===== src/rtl/id_ex_stage_pkg.sv =====
// Shared ID/EX definitions: control bundle layout, index widths, skid state encoding.
// Latency: n/a. Backpressure: n/a.
package id_ex_stage_pkg;

    localparam int CTRL_W     = 10;
    localparam int REG_IDX_W  = 5;

    localparam int ALU_SRC    = 0;
    localparam int REG_DST    = 1;
    localparam int BRANCH     = 2;
    localparam int MEM_RD     = 3;
    localparam int MEM_WR     = 4;
    localparam int REG_WR     = 5;
    localparam int ALU_OP_LSB = 6;
    localparam int ALU_OP_MSB = 8;
    localparam int SPARE      = 9;

    // Encoding is {skid_v, main_v}; 2'b10 cannot occur.
    typedef enum logic [1:0] {
        SKID_EMPTY = 2'b00,
        SKID_FULL1 = 2'b01,
        SKID_FULL2 = 2'b11
    } skid_state_t;

endpackage


===== src/rtl/id_ex_stage_skid_buffer.sv =====
// Two-entry skid buffer with flush; MAIN drives the outputs, SKID absorbs one stall.
// Latency 1 cycle; in_rdy_o is !skid_v, registered, with no path from out_rdy_i.
module stage_skid_buffer
    import id_ex_stage_pkg::*;
#(
    parameter int W = 8
) (
    input  logic         clk_i,
    input  logic         rst_i,
    input  logic         flush_i,
    input  logic         in_vld_i,
    output logic         in_rdy_o,
    input  logic [W-1:0] in_dat_i,
    output logic         out_vld_o,
    input  logic         out_rdy_i,
    output logic [W-1:0] out_dat_o
);

    skid_state_t  state_q;
    logic [W-1:0] main_q;
    logic [W-1:0] skid_q;

    // in_vld_i alone means accept in EMPTY/FULL1 since ready is high there.
    always_ff @(posedge clk_i or negedge rst_i) begin
        if (!rst_i) begin
            state_q <= SKID_EMPTY;
            main_q  <= '0;
            skid_q  <= '0;
        end else if (flush_i) begin
            state_q <= SKID_EMPTY;
        end else begin
            case (state_q)
                SKID_EMPTY: begin
                    if (in_vld_i) begin
                        main_q  <= in_dat_i;
                        state_q <= SKID_FULL1;
                    end
                end
                SKID_FULL1: begin
                    if (in_vld_i && out_rdy_i) begin
                        main_q <= in_dat_i;
                    end else if (in_vld_i) begin
                        skid_q  <= in_dat_i;
                        state_q <= SKID_FULL2;
                    end else if (out_rdy_i) begin
                        state_q <= SKID_EMPTY;
                    end
                end
                SKID_FULL2: begin
                    if (out_rdy_i) begin
                        main_q  <= skid_q;
                        state_q <= SKID_FULL1;
                    end
                end
                default: state_q <= SKID_EMPTY;
            endcase
        end
    end

    assign in_rdy_o  = !state_q[1];
    assign out_vld_o = state_q[0];
    assign out_dat_o = main_q;

endmodule


===== src/rtl/id_ex_stage.sv =====
// ID/EX stage: computes operand B, branch target and write index, then registers them.
// Latency 1 cycle; stalls absorbed by a two-entry skid, ready_o is a register output.
module id_ex_stage
    import id_ex_stage_pkg::*;
#(
    parameter int DATA_W = 32,
    parameter int CTRL_W = id_ex_stage_pkg::CTRL_W
) (
    input  logic                 clk_i,
    input  logic                 rst_i,
    input  logic                 valid_i,
    output logic                 ready_o,
    input  logic                 flush_i,
    input  logic [DATA_W-1:0]    pc_plus4_i,
    input  logic [DATA_W-1:0]    rs_data_i,
    input  logic [DATA_W-1:0]    rt_data_i,
    input  logic [DATA_W-1:0]    imm_ext_i,
    input  logic [REG_IDX_W-1:0] rt_idx_i,
    input  logic [REG_IDX_W-1:0] rd_idx_i,
    input  logic [CTRL_W-1:0]    ctrl_i,
    output logic                 valid_o,
    input  logic                 ready_i,
    output logic [DATA_W-1:0]    rs_data_o,
    output logic [DATA_W-1:0]    alu_b_o,
    output logic [DATA_W-1:0]    rt_data_o,
    output logic [DATA_W-1:0]    branch_tgt_o,
    output logic [REG_IDX_W-1:0] wr_idx_o,
    output logic [CTRL_W-1:0]    ctrl_o
);

    localparam int PLD_W = 4 * DATA_W + REG_IDX_W + CTRL_W;

    logic [DATA_W-1:0]    alu_b;
    logic [DATA_W-1:0]    branch_tgt;
    logic [REG_IDX_W-1:0] wr_idx;
    logic [PLD_W-1:0]     pld_in;
    logic [PLD_W-1:0]     pld_out;

    // Word-offset shift drops the top two immediate bits; the sum wraps.
    assign branch_tgt = pc_plus4_i + {imm_ext_i[DATA_W-3:0], 2'b00};
    assign alu_b      = ctrl_i[ALU_SRC] ? imm_ext_i : rt_data_i;
    assign wr_idx     = ctrl_i[REG_DST] ? rd_idx_i : rt_idx_i;

    assign pld_in = {rs_data_i, alu_b, rt_data_i, branch_tgt, wr_idx, ctrl_i};
    assign {rs_data_o, alu_b_o, rt_data_o, branch_tgt_o, wr_idx_o, ctrl_o} = pld_out;

    stage_skid_buffer #(
        .W (PLD_W)
    ) u_skid (
        .clk_i     (clk_i),
        .rst_i     (rst_i),
        .flush_i   (flush_i),
        .in_vld_i  (valid_i),
        .in_rdy_o  (ready_o),
        .in_dat_i  (pld_in),
        .out_vld_o (valid_o),
        .out_rdy_i (ready_i),
        .out_dat_o (pld_out)
    );

endmodule

===== config.mk =====
export PLATFORM = sky130hd
export DESIGN_NAME = id_ex_stage
export DESIGN_NICKNAME = d
export VERILOG_FILES = /design/src/rtl/id_ex_stage_pkg.sv /design/src/rtl/id_ex_stage_skid_buffer.sv /design/src/rtl/id_ex_stage.sv
export SDC_FILE = /design/constraint.sdc
export NUM_CORES = 1
export LEC_CHECK = 0
export ABC_CLOCK_PERIOD_IN_PS = 4000
export BUFFER_PORTS_ARGS = -buffer_cell sky130_fd_sc_hd__buf_2
export CORE_MARGIN = 2
export CORE_UTILIZATION = 45
export DETAILED_ROUTE_END_ITERATION = 8
export GPL_TIMING_DRIVEN = 0
export PLACE_DENSITY = 0.69
export SLEW_MARGIN = 20
export SYNTH_ARGS = -nofsm -noshare
export SYNTH_HDL_FRONTEND = slang
export SYNTH_HIERARCHICAL = 1
export SYNTH_SLANG_ARGS = --single-unit
export TNS_END_PERCENT = 10

===== constraint.sdc =====
create_clock -name clk_i -period 4 [get_ports clk_i]
set_clock_uncertainty 0.2 [all_clocks]
set_input_delay 0 -clock clk_i [delete_from_list [all_inputs] [get_ports clk_i]]
set_output_delay 0 -clock clk_i [all_outputs]
set_load 0.02 [all_outputs]

==> implementation parameters <==
Parameter                              Value

Run status
  Run status    completed

Yosys
  Prevailing post-synth register cell    sky130_fd_sc_hd__dfrtp_1
  Nets in the synthesized netlist    approximately 1400
  Fraction of the mapped netlist area in adder cells    3.06%
  Mapped Avg Cell Area    ~11 µm²
  Top-count cell post-synth    sky130_fd_sc_hd__dfrtp_1
  Synthesized area    around 14000 µm²
  XOR/XNOR Fraction of Synth Area    1.61%
  Multiplexer fraction of the synthesized cell area    around 25%
  List of most frequent post-synthesis cells    288 x sky130_fd_sc_hd__dfrtp_1, 176 x sky130_fd_sc_hd__nand2_1, 149 x sky130_fd_sc_hd__o21ai_0, 146 x sky130_fd_sc_hd__mux2i_1, 110 x sky130_fd_sc_hd__mux2_2
  Cells taking the most area after synthesis    sky130_fd_sc_hd__dfrtp_1 51%, sky130_fd_sc_hd__mux2i_1 10%, sky130_fd_sc_hd__mux2_2 8.8%, sky130_fd_sc_hd__mux2_1 5.6%, sky130_fd_sc_hd__o21ai_0 5.3%
  Largest family of logic cells by synthesized area    multiplexers
  Flip-flop and latch count after synthesis    288
  Fraction of the mapped netlist area in compound gates    9.57%
  EDFF count, synth    0
  Library cell with the largest summed area after synthesis    sky130_fd_sc_hd__dfrtp_1
  Count of mapped cells out of synthesis    1239
  Post-synthesis async set-or-reset flop share    100%
  Syn. warnings    6
  Portion of synthesized cell area occupied by the leading cell type    51.0%
  Area fraction in and, or, nand and nor cells after synthesis    under 10%
  Sequential-to-total area share from yosys stat    between 50% and 60%
  Cell variety after synth    between 50 and 60

Drt
  Vias after detailed routing    about 12000
  Final wirelength    43300 µm
  Detailed-route vias per instance    ~5.4
  Remaining number of nets flagged by the antenna check after routing    0
  First-iteration detailed-routing DRC count    around 760
  Remaining design rule violation count    0
  Length of the first detailed-routing pass in iterations    5
  Average wire per standard cell    slightly below 20 µm

Finish
  Layout Area Growth over Synthesis    36.1%
  Storage cell area    7210 µm²
  Final Instance Area    19200 µm²
  Fill count    about 2500
  Diodes inserted    0
  # nets final    between 1500 and 2000
  Fraction of layout instances using a drive strength above 1    28.3%
  Area of combinational cells with multiple inputs    between 6000 and 7000 µm²
  Final core area utilization    62.6%

Clocking
  Clock sinks    approximately 290
  Maximum clock path buffer count    3
  H-Tree Depth    1
  Clock Tree Root    sky130_fd_sc_hd__clkbuf_16
  Num CTS Buffers    31
  Total of cells resized after clock tree synthesis    0
  Insertion delay of the later-clocked pin in the worst-skew pair    0.57 ns
  Clock tree from TritonCTS    built
  Number of buffers inserted by post-CTS setup repair    0
  Quantity of hold-fixing buffers added after cts    between 200 and 250
  Clock-pin slew reported for the worst setup and hold paths after clock tree synthesis    0.06 ns

Worst setup path
  Dominant cell type by count on the critical path    sky130_fd_sc_hd__dlygate4sd3_1
  Critical-path top delay cell    sky130_fd_sc_hd__dlygate4sd3_1
  Arrival time reported for the critical path endpoint    ~3.7 ns
  Family with the most delay on the worst path    buffers and inverters
  Number of buffer and inverter stages on the critical path    4
  Worst R2R Setup Slack    around 0.89 ns
  Maximum fanout along the worst path    3
  Critical-path cell list    dlygate4sd3_1, buf_2, ha_1, inv_1, fa_1, and2b_1, o211ai_1, a2111o_1, a21oi_1, nand3b_1, xor2_1, dlygate4sd3_1, mux2i_1, o21ai_0
  Critical setup path kind    input port to flop
  Kind of launch point of the worst setup path    input port
  Worst Setup End Kind    flop
  Delay of the slowest cell on the worst path    approximately 0.58 ns
  Data required, critical path    around 4.3 ns

Timing
  Time the final worst path needs with I/O delays and setup    between 3 and 4 ns
  Share of the clock period used by the worst path    ~86%
  Maximum achievable frequency    289 MHz
  Number of failing setup endpoints in the final timing report    0
  RSZ-0062 raised after global routing    false
  Worst-Margin Slew    between 0.8 and 0.9 ns
  Post-layout worst setup margin    approximately 0.54 ns
  Hold Violations, Final    0
  Pins Over Slew Limit    0
  Max-Slew Margin vs Limit    about 45%

Floorplan
  Starting density of the core    46.0%
  I/O pin count    between 200 and 300
  Width of the chip    around 180 µm
  Vertical extent of the die    approximately 180 µm
  Die Outline Area    around 33000 µm²
  Floorplan row count    64
  Standard cell core area    30700 µm²

Global routing
  First-pass GRT wire length    about 69000 µm
  GRT overflow    0
  Global Route Usage Sum    between 20% and 30%
  Pin count of the biggest net entering global routing    93
  Number of antenna violations at the first check in global routing    0
  Via count of the first global-routing pass    12391

Placement
  Minimum setup slack after placement    between 1 and 1.5 ns
  RD Place Congestion    between 0.9 and 1
  Area post-placement    16200 µm²
  Count of port buffers added during placement    297
  HPWL after detailed placement    roughly 30000 µm

Min path
  Class of the worst hold path    input port to flop

Power and ir drop
  Peak supply drop    0.463 mV
  Power density over the cells    650 nW/µm²
  Leakage    around 8.7 nW

Job
  Max-Cap Viols    0
metal layers:
| metal | global-route usage (%) | vias to the layer above | part of all wire [%] |
|---|---|---|---|
| met5 | 0 | - | 0 |
| met4 | 7.28 | 0 | 2.7 |
| met3 | 4.74 | 71 | 6.3 |
| met2 | 44.5 | 411 | 47 |
| met1 | 35.1 | 5803 | 44 |
| li1 | - | 5448 | - |
report_power, final:
part | total, mW | internal (mW) | switching, mW
Clock | 2.77 | 1.60 | 1.17
Sequential | 5.14 | 4.35 | 0.786
Combinational | 4.60 | 1.92 | 2.68
kinds of logic after synthesis:
logic type | Yosys count
muxes | 326
adders and majority gates | 34
xor gates and xnor gates | 26
buffers and inverters | 96
AOI/OAI and AO/OA | 235
and+or+nand+nor | 234
DFF | 288
flip-flops by register name, summed over array words and instances (netlist names):
register / cells
u_skid/skid_q: 143
u_skid/state_q: 2
u_skid/out_dat_o: 143
cell type report:
class,instances,area share [%]
sequential,288,37.4
tap,396,2.57
clock inverter,9,0.455
clock buffer,46,4.63
timing repair buffer,503,18.8
multi-input combinational,855,33.7
inverter,16,0.312
buffer,80,2.09
cell usage in the layout (no fill, tap or decap), types with 8 or more instances in the layout:
cell / n
sky130_fd_sc_hd__nand3_1: 9
sky130_fd_sc_hd__xor2_1: 13
sky130_fd_sc_hd__ha_1: 33
sky130_fd_sc_hd__nand2_1: 176
sky130_fd_sc_hd__nand4_1: 8
sky130_fd_sc_hd__buf_2: 329
sky130_fd_sc_hd__o21ai_1: 8
sky130_fd_sc_hd__clkbuf_16: 31
sky130_fd_sc_hd__a21oi_1: 29
sky130_fd_sc_hd__buf_4: 12
sky130_fd_sc_hd__nor2_1: 19
sky130_fd_sc_hd__clkbuf_1: 39
sky130_fd_sc_hd__o21ai_0: 149
sky130_fd_sc_hd__inv_1: 16
sky130_fd_sc_hd__dlygate4sd3_1: 202
sky130_fd_sc_hd__mux2_1: 70
sky130_fd_sc_hd__xnor2_1: 13
sky130_fd_sc_hd__dfrtp_1: 288
sky130_fd_sc_hd__mux2i_1: 146
sky130_fd_sc_hd__mux2_2: 110
worst register-to-register path, cell delays in order, from the launching register on:
cell and delay [ns]:
sky130_fd_sc_hd__dfrtp_1 0.41, sky130_fd_sc_hd__inv_1 0.13, sky130_fd_sc_hd__ha_1 0.21, sky130_fd_sc_hd__nand2_1 0.14
sky130_fd_sc_hd__nor3_4 0.55, sky130_fd_sc_hd__buf_2 0.40, sky130_fd_sc_hd__mux2_2 0.38, sky130_fd_sc_hd__dlygate4sd3_1 0.57
through the flow:
step / hold slack [ns] / instances / power (mW) / TNS [ns]
after floorplan: -0.496 / 1239 / 7.65 / 0
final: 0.00968 / 2193 / 12.5 / 0
after CTS: 0.000269 / 2193 / 12.5 / 0
after global placement: 0.0331 / 1932 / 9.13 / -754.15
after detailed placement: -0.282 / 1935 / 9.32 / 0
after global routing: 0.0199 / 2193 / 13.3 / 0
worst paths after layout:
| kind | cells past startpoint | from | to |
|---|---|---|---|
| max in group asynchronous | 5 | rst_i | u_skid/out_dat_o[35] |
| worst max register to register | 7 | u_skid/state_q[1] | u_skid/skid_q[4] |
| worst min register to register | 2 | u_skid/out_dat_o[3] | u_skid/out_dat_o[3] |
| worst min-delay path | 3 | rs_data_i[2] | u_skid/skid_q[113] |
| worst max-delay path | 14 | imm_ext_i[0] | u_skid/out_dat_o[35] |
| min in group asynchronous | 4 | rst_i | u_skid/skid_q[124] |
(Power assumes the default switching activity.)
